### src/rtl/eq_div_sched.sv
// eq_div_sched: shares one fixed-latency pipelined divider between the I and Q
// coefficient divisions of the equalizer. Each accepted request issues its I
// operand and then its Q operand on consecutive cycles. A tag pipe, aligned
// with the divider latency, identifies each returning quotient. The two
// quotients are re-paired into a single result beat.
//
// Handshake: a request transfers on a rising clk edge where req_val and
// req_rdy are both 1. req_rdy is high only in IDLE and is never high while rst
// is asserted. The divider side has no backpressure: div_val/div_num/div_den
// are valid for exactly one cycle per operand, and div_oval must return
// DIV_LAT cycles later. res_val is a one-cycle pulse, and the consumer must
// always accept it.
module eq_div_sched #(
  parameter int NUM_W   = 32,
  parameter int Q_W     = 32,
  parameter int DIV_LAT = 10
) (
  input  logic             clk,
  input  logic             rst,
  input  logic             req_val,
  output logic             req_rdy,
  input  logic             req_sop,
  input  logic [NUM_W-1:0] req_num_i,
  input  logic [NUM_W-1:0] req_num_q,
  input  logic [NUM_W-1:0] req_den,
  output logic             div_val,
  output logic [NUM_W-1:0] div_num,
  output logic [NUM_W-1:0] div_den,
  input  logic             div_oval,
  input  logic [Q_W-1:0]   div_quot,
  output logic             res_val,
  output logic             res_sop,
  output logic [Q_W-1:0]   res_i,
  output logic [Q_W-1:0]   res_q,
  output logic             res_dz,
  output logic             err,
  output logic [0:0]       dbg_state
);

  localparam logic [0:0] S_IDLE    = 1'b0;
  localparam logic [0:0] S_ISSUE_Q = 1'b1;

  // Tag bit positions: {valid, is_q, sop, dz}
  localparam int TAG_V   = 3;
  localparam int TAG_Q   = 2;
  localparam int TAG_SOP = 1;
  localparam int TAG_DZ  = 0;

  logic [0:0]       r_state;
  logic [NUM_W-1:0] r_num_q;
  logic [NUM_W-1:0] r_den;
  logic             r_sop;
  logic             r_dz;

  logic             r_div_val;
  logic [NUM_W-1:0] r_div_num;
  logic [NUM_W-1:0] r_div_den;
  logic             r_cur_q;
  logic             r_cur_sop;
  logic             r_cur_dz;

  logic [3:0]       r_tag [DIV_LAT];

  logic [Q_W-1:0]   r_held_i;
  logic             r_held_flag;
  logic [1:0]       r_grace;

  logic             r_res_val;
  logic             r_res_sop;
  logic [Q_W-1:0]   r_res_i;
  logic [Q_W-1:0]   r_res_q;
  logic             r_res_dz;
  logic             r_err;

  logic             w_xfer;
  logic [3:0]       w_head;
  logic             w_head_v;
  logic             w_stray_ok;
  logic             w_val_err;

  assign req_rdy   = ~rst & (r_state == S_IDLE);
  assign w_xfer    = req_val & req_rdy;
  assign dbg_state = r_state;

  assign div_val = r_div_val;
  assign div_num = r_div_num;
  assign div_den = r_div_den;

  assign res_val = r_res_val;
  assign res_sop = r_res_sop;
  assign res_i   = r_res_i;
  assign res_q   = r_res_q;
  assign res_dz  = r_res_dz;
  assign err     = r_err;

  assign w_head   = r_tag[DIV_LAT-1];
  assign w_head_v = w_head[TAG_V];
  // A stray quotient arriving with no tag, shortly after reset, belongs to
  // work that was flushed by the reset. It is dropped silently.
  assign w_stray_ok = div_oval & ~w_head_v & (r_grace != 2'd0);
  assign w_val_err  = (div_oval != w_head_v) & ~w_stray_ok;

  // Issue FSM: accept in IDLE and put I on the bus; put Q on the bus next cycle.
  always_ff @(posedge clk) begin
    if (rst) begin
      r_state   <= S_IDLE;
      r_num_q   <= '0;
      r_den     <= '0;
      r_sop     <= 1'b0;
      r_dz      <= 1'b0;
      r_div_val <= 1'b0;
      r_div_num <= '0;
      r_div_den <= '0;
      r_cur_q   <= 1'b0;
      r_cur_sop <= 1'b0;
      r_cur_dz  <= 1'b0;
    end else begin
      case (r_state)
        S_IDLE: begin
          if (w_xfer) begin
            r_div_val <= 1'b1;
            r_div_num <= req_num_i;
            r_div_den <= req_den;
            r_cur_q   <= 1'b0;
            r_cur_sop <= req_sop;
            r_cur_dz  <= (req_den == '0);
            r_num_q   <= req_num_q;
            r_den     <= req_den;
            r_sop     <= req_sop;
            r_dz      <= (req_den == '0);
            r_state   <= S_ISSUE_Q;
          end else begin
            r_div_val <= 1'b0;
          end
        end
        default: begin
          r_div_val <= 1'b1;
          r_div_num <= r_num_q;
          r_div_den <= r_den;
          r_cur_q   <= 1'b1;
          r_cur_sop <= r_sop;
          r_cur_dz  <= r_dz;
          r_state   <= S_IDLE;
        end
      endcase
    end
  end

  // Tag pipe: follows the issued operand, so that its head lines up with div_oval.
  always_ff @(posedge clk) begin
    if (rst) begin
      for (int i = 0; i < DIV_LAT; i++) r_tag[i] <= 4'd0;
    end else begin
      r_tag[0] <= {r_div_val, r_cur_q, r_cur_sop, r_cur_dz};
      for (int i = 1; i < DIV_LAT; i++) r_tag[i] <= r_tag[i-1];
    end
  end

  // Result pairing: hold the I quotient, then emit the pair when Q returns.
  always_ff @(posedge clk) begin
    if (rst) begin
      r_held_i    <= '0;
      r_held_flag <= 1'b0;
      r_grace     <= 2'd2;
      r_res_val   <= 1'b0;
      r_res_sop   <= 1'b0;
      r_res_i     <= '0;
      r_res_q     <= '0;
      r_res_dz    <= 1'b0;
      r_err       <= 1'b0;
    end else begin
      r_res_val <= 1'b0;
      if (r_grace != 2'd0) r_grace <= r_grace - 2'd1;
      if (w_val_err) r_err <= 1'b1;
      if (w_head_v) begin
        if (!w_head[TAG_Q]) begin
          // I slot: a second I quotient without a Q resyncs onto the newer one.
          if (div_oval) begin
            if (r_held_flag) r_err <= 1'b1;
            r_held_i    <= div_quot;
            r_held_flag <= 1'b1;
          end
        end else begin
          // Q slot closes the pair whether or not it completes cleanly.
          r_held_flag <= 1'b0;
          if (div_oval) begin
            if (!r_held_flag) begin
              r_err <= 1'b1;
            end else begin
              r_res_val <= 1'b1;
              r_res_i   <= r_held_i;
              r_res_q   <= div_quot;
              r_res_sop <= w_head[TAG_SOP];
              r_res_dz  <= w_head[TAG_DZ];
            end
          end
        end
      end
    end
  end

endmodule

### config.mk
export PLATFORM = sky130hd
export DESIGN_NAME = eq_div_sched
export DESIGN_NICKNAME = d
export VERILOG_FILES = /design/src/rtl/eq_div_sched.sv
export SDC_FILE = /design/constraint.sdc
export NUM_CORES = 1
export LEC_CHECK = 0
export CELL_PAD_IN_SITES_DETAIL_PLACEMENT = 1
export CELL_PAD_IN_SITES_GLOBAL_PLACEMENT = 1
export CORE_AREA = 2 2 169 171
export CTS_BUF_LIST = sky130_fd_sc_hd__clkbuf_2
export DETAILED_ROUTE_END_ITERATION = 8
export DIE_AREA = 0 0 171 173
export HOLD_SLACK_MARGIN = 0.15
export PLACE_DENSITY_LB_ADDON = 0.1
export SYNTH_ARGS = -nofsm -noshare
export SYNTH_HDL_FRONTEND = slang
export SYNTH_SLANG_ARGS = --single-unit
### constraint.sdc
create_clock -name clk -period 2 [get_ports clk]
set_clock_uncertainty 0.2 [all_clocks]
set_input_delay 0.4 -clock clk [delete_from_list [all_inputs] [get_ports clk]]
set_output_delay 0.4 -clock clk [all_outputs]
set_load 0.01 [all_outputs]
==> impl_metrics.csv <==
group,metric,value,unit
status,outcome,"finished, final reports clean",
critical_path,required,1400,ps
synthesis,syn-cell-area,10100,um2
floorplan,ios,268,
routing,drt-pass1-iter-count,4,
timing,slew_headroom,59.6,%
synthesis,synth_most_common_cell,"nand2_1",
critical_path,endpoint_kind,"output port",
synthesis,synth_fp_nets,1336,
floorplan,start_util,36.7,%
power_and_ir_drop,p_leak,6.53,nW
routing,wl_per_cell,15.4,um
synthesis,yosysTopAreaCell,"dfxtp_1",
timing,finalCritPeriodShare,99.5,%
floorplan,core-area,27600,um2
worst_hold_path,min-delay-start,"r_tag[0][33]$_SDFF_PP0_",
critical_path,critical_path_arrival,1390,ps
clocking,cts_tree,"built",
clocking,cts_buffer_depth,3,
finish,drive_gt1_share,25.0,%
timing,worstMarginPinSlew,606,ps
timing,final_hold_viol_count,0,
critical_path,critPathKind,"register to output port",
floorplan,die_w,171,um
timing,fmax,502,MHz
timing,fin_crit,1990,ps
routing,drc_errors,0,
critical_path,worstSetupStartpointType,"register",
clocking,cts-htree-levels,3,
worst_hold_path,hold_class,"register to register",
synthesis,post_synth_num_cell_types,26,
global_routing,overflow,0,
timing,drv_slew,0,
global_routing,grt_max_degree,113,
critical_path,crit_fanout,3,
timing,rsz0062_at_grt,"true",
clocking,cts_root_buf,"clkbuf_2",
synthesis,ys_seq_area_share,54.9,%
power_and_ir_drop,p_per_area,761,nW/um2
synthesis,ys_ff_latch,278,
clocking,clk-insertion-delay-late,840,ps
job,drv_cap,0,
global_routing,grt_pass1_wl,51800,um
power_and_ir_drop,ir_worst_vdd,0.000363,V
global_routing,grt_use_total,21.3,%
clocking,numCtsBuffers,76,
global_routing,grt_pass1_vias,10500,
global_routing,grt_antenna_before_repair,1,
timing,setup_viol,0,
critical_path,crit_path_start,"dbg_state$_SDFF_PP0_",
routing,drtAntennaViolNets,0,
synthesis,synth_edf_count,0,
timing,fin_tns_setup,0,ps
place,portBuffers,267,
synthesis,syn-instance-count,1202,
floorplan,row_count,61,
routing,drt_iter0_drc,346,
finish,n_fill_cell,3300,
synthesis,ys_warn_count,0,
finish,area_growth,50.7,%
finish,post-route-util,55.3,%
routing,drt_wl_total,32400,um
timing,holdWs,175,ps
finish,layout.nets,1793,
place,dpl.hpwl,18500,um
synthesis,synth_ff_type,"dfxtp_1",
synthesis,synth_top_area_share,54.9,%
synthesis,synth_common_cells,"nand2_1, dfxtp_1, a21oi_1, nor2_1, mux2i_1",
routing,via_per_inst,4.74,
place,dp_cells,1791,
floorplan,dieHeight,173,um
routing,routed-via-count,9927,
clocking,cts_sinks,278,
synthesis,yosys-top-cells-area,"dfxtp_1, nand2_1, a21oi_1",
synthesis,synthArstFlopShare,0,%
power_and_ir_drop,power,11.6,mW
place,gp_congestion,0.740,
critical_path,r2r-start,"dbg_state$_SDFF_PP0_",
finish,layout.cells.non_filler,2094,
floorplan,die-area,29600,um2
clocking,clkTransAtPathRegs,100,ps
synthesis,avgSynthCellArea,8.43,um2
## cells by family after synthesis
family	synth area share (%)
flip-flops	54.9
multiplexers	6.52
XOR/XNOR	0.173
AO/OA/AOI/OAI	10.2
AND/OR/NAND/NOR	23.3
buffers and inverters	4.77
adder cells (fa/ha/maj)	0.123
## critical path, cell delays in order, from the launching register on
cell and delay [ps]:
dfxtp_4 380, nor2_4 100, buf_6 120
## layout make-up
class	count	area, um2	area share [%]
Multi-Input combinational cell	831	4100	26.8
Inverter	4	17.5	0.115
Antenna cell	1	2.50	0.0164
Tap cell	378	473	3.10
Clock buffer	124	621	4.06
Sequential cell	278	5720	37.4
Clock inverter	10	116	0.762
Timing Repair Buffer	468	4230	27.7
## registers in the layout, indices dropped and copies added, names as in the netlist
name         cells
r_cur_dz         1
dbg_state        1
res_q           32
r_num_q         32
div_den         32
err              1
r_grace          2
r_held_flag      1
res_dz           1
r_dz             1
r_held_i        32
r_sop            1
r_tag           40
r_cur_q          1
res_sop          1
div_val          1
r_cur_sop        1
r_den           32
div_num         32
res_val          1
res_i           32
## timing repair
item / in CTS / in global routing
resized for setup: 661 / 35
cloned: 0 / 1
hold endpoints to repair: 278 / 0
pin swaps: 1 / 1
endpoints found under the setup margin: 135 / 38
buffers inserted: 2 / 4
hold buffers: 161 / 0
## path summary, 6_finish.rpt
check                             to  slack [ps]  cells after the start
max                          req_rdy           9                      2
min          r_tag[0][37]$_SDFF_PP0_         170                      1
max reg2reg  r_num_q[6]$_SDFFE_PP0P_         120                      7
min reg2reg  r_tag[0][37]$_SDFF_PP0_         170                      1
## metal layers
| layer | up-vias | part of all wire (%) | GRT usage [%] |
|---|---|---|---|
| li1 | 4850 | - | - |
| met1 | 4733 | 42 | 24.4 |
| met2 | 272 | 49 | 37.1 |
| met3 | 72 | 6.5 | 6.29 |
| met4 | 0 | 2.6 | 8.02 |
| met5 | - | 0 | 0 |
## per-stage QoR
step                instance area [um2]  setup slack [ps]
finish                            15300              9.00
detailed placement                13200             -75.2
global route                      15300              -102
CTS                               15100             -92.6
global placement                  13200             -49.5
floorplan                         10100               422
## power by group
part | total [mW] | leakage (nW) | switching, mW | internal, mW
registers | 5.84 | 2.32 | 0.106 | 5.73
clock network | 4.33 | 0.571 | 2.35 | 1.98
logic | 1.46 | 3.64 | 0.666 | 0.790
total | 11.6 | 6.53 | 3.12 | 8.51
## cell usage in the layout, fill, tap and decap left out, drive strengths merged, types with 3 or more instances in the layout
cell	count
nand2	330
nor4	8
inv	5
clkinv	6
a21oi	200
nor2b	40
nand3b	32
dfxtp	278
buf	175
clkdlybuf4s50	130
mux2i	66
nor2	142
clkbuf	126
dlygate4sd3	161
bufinv	3
Power figures use the tool's default switching activity.
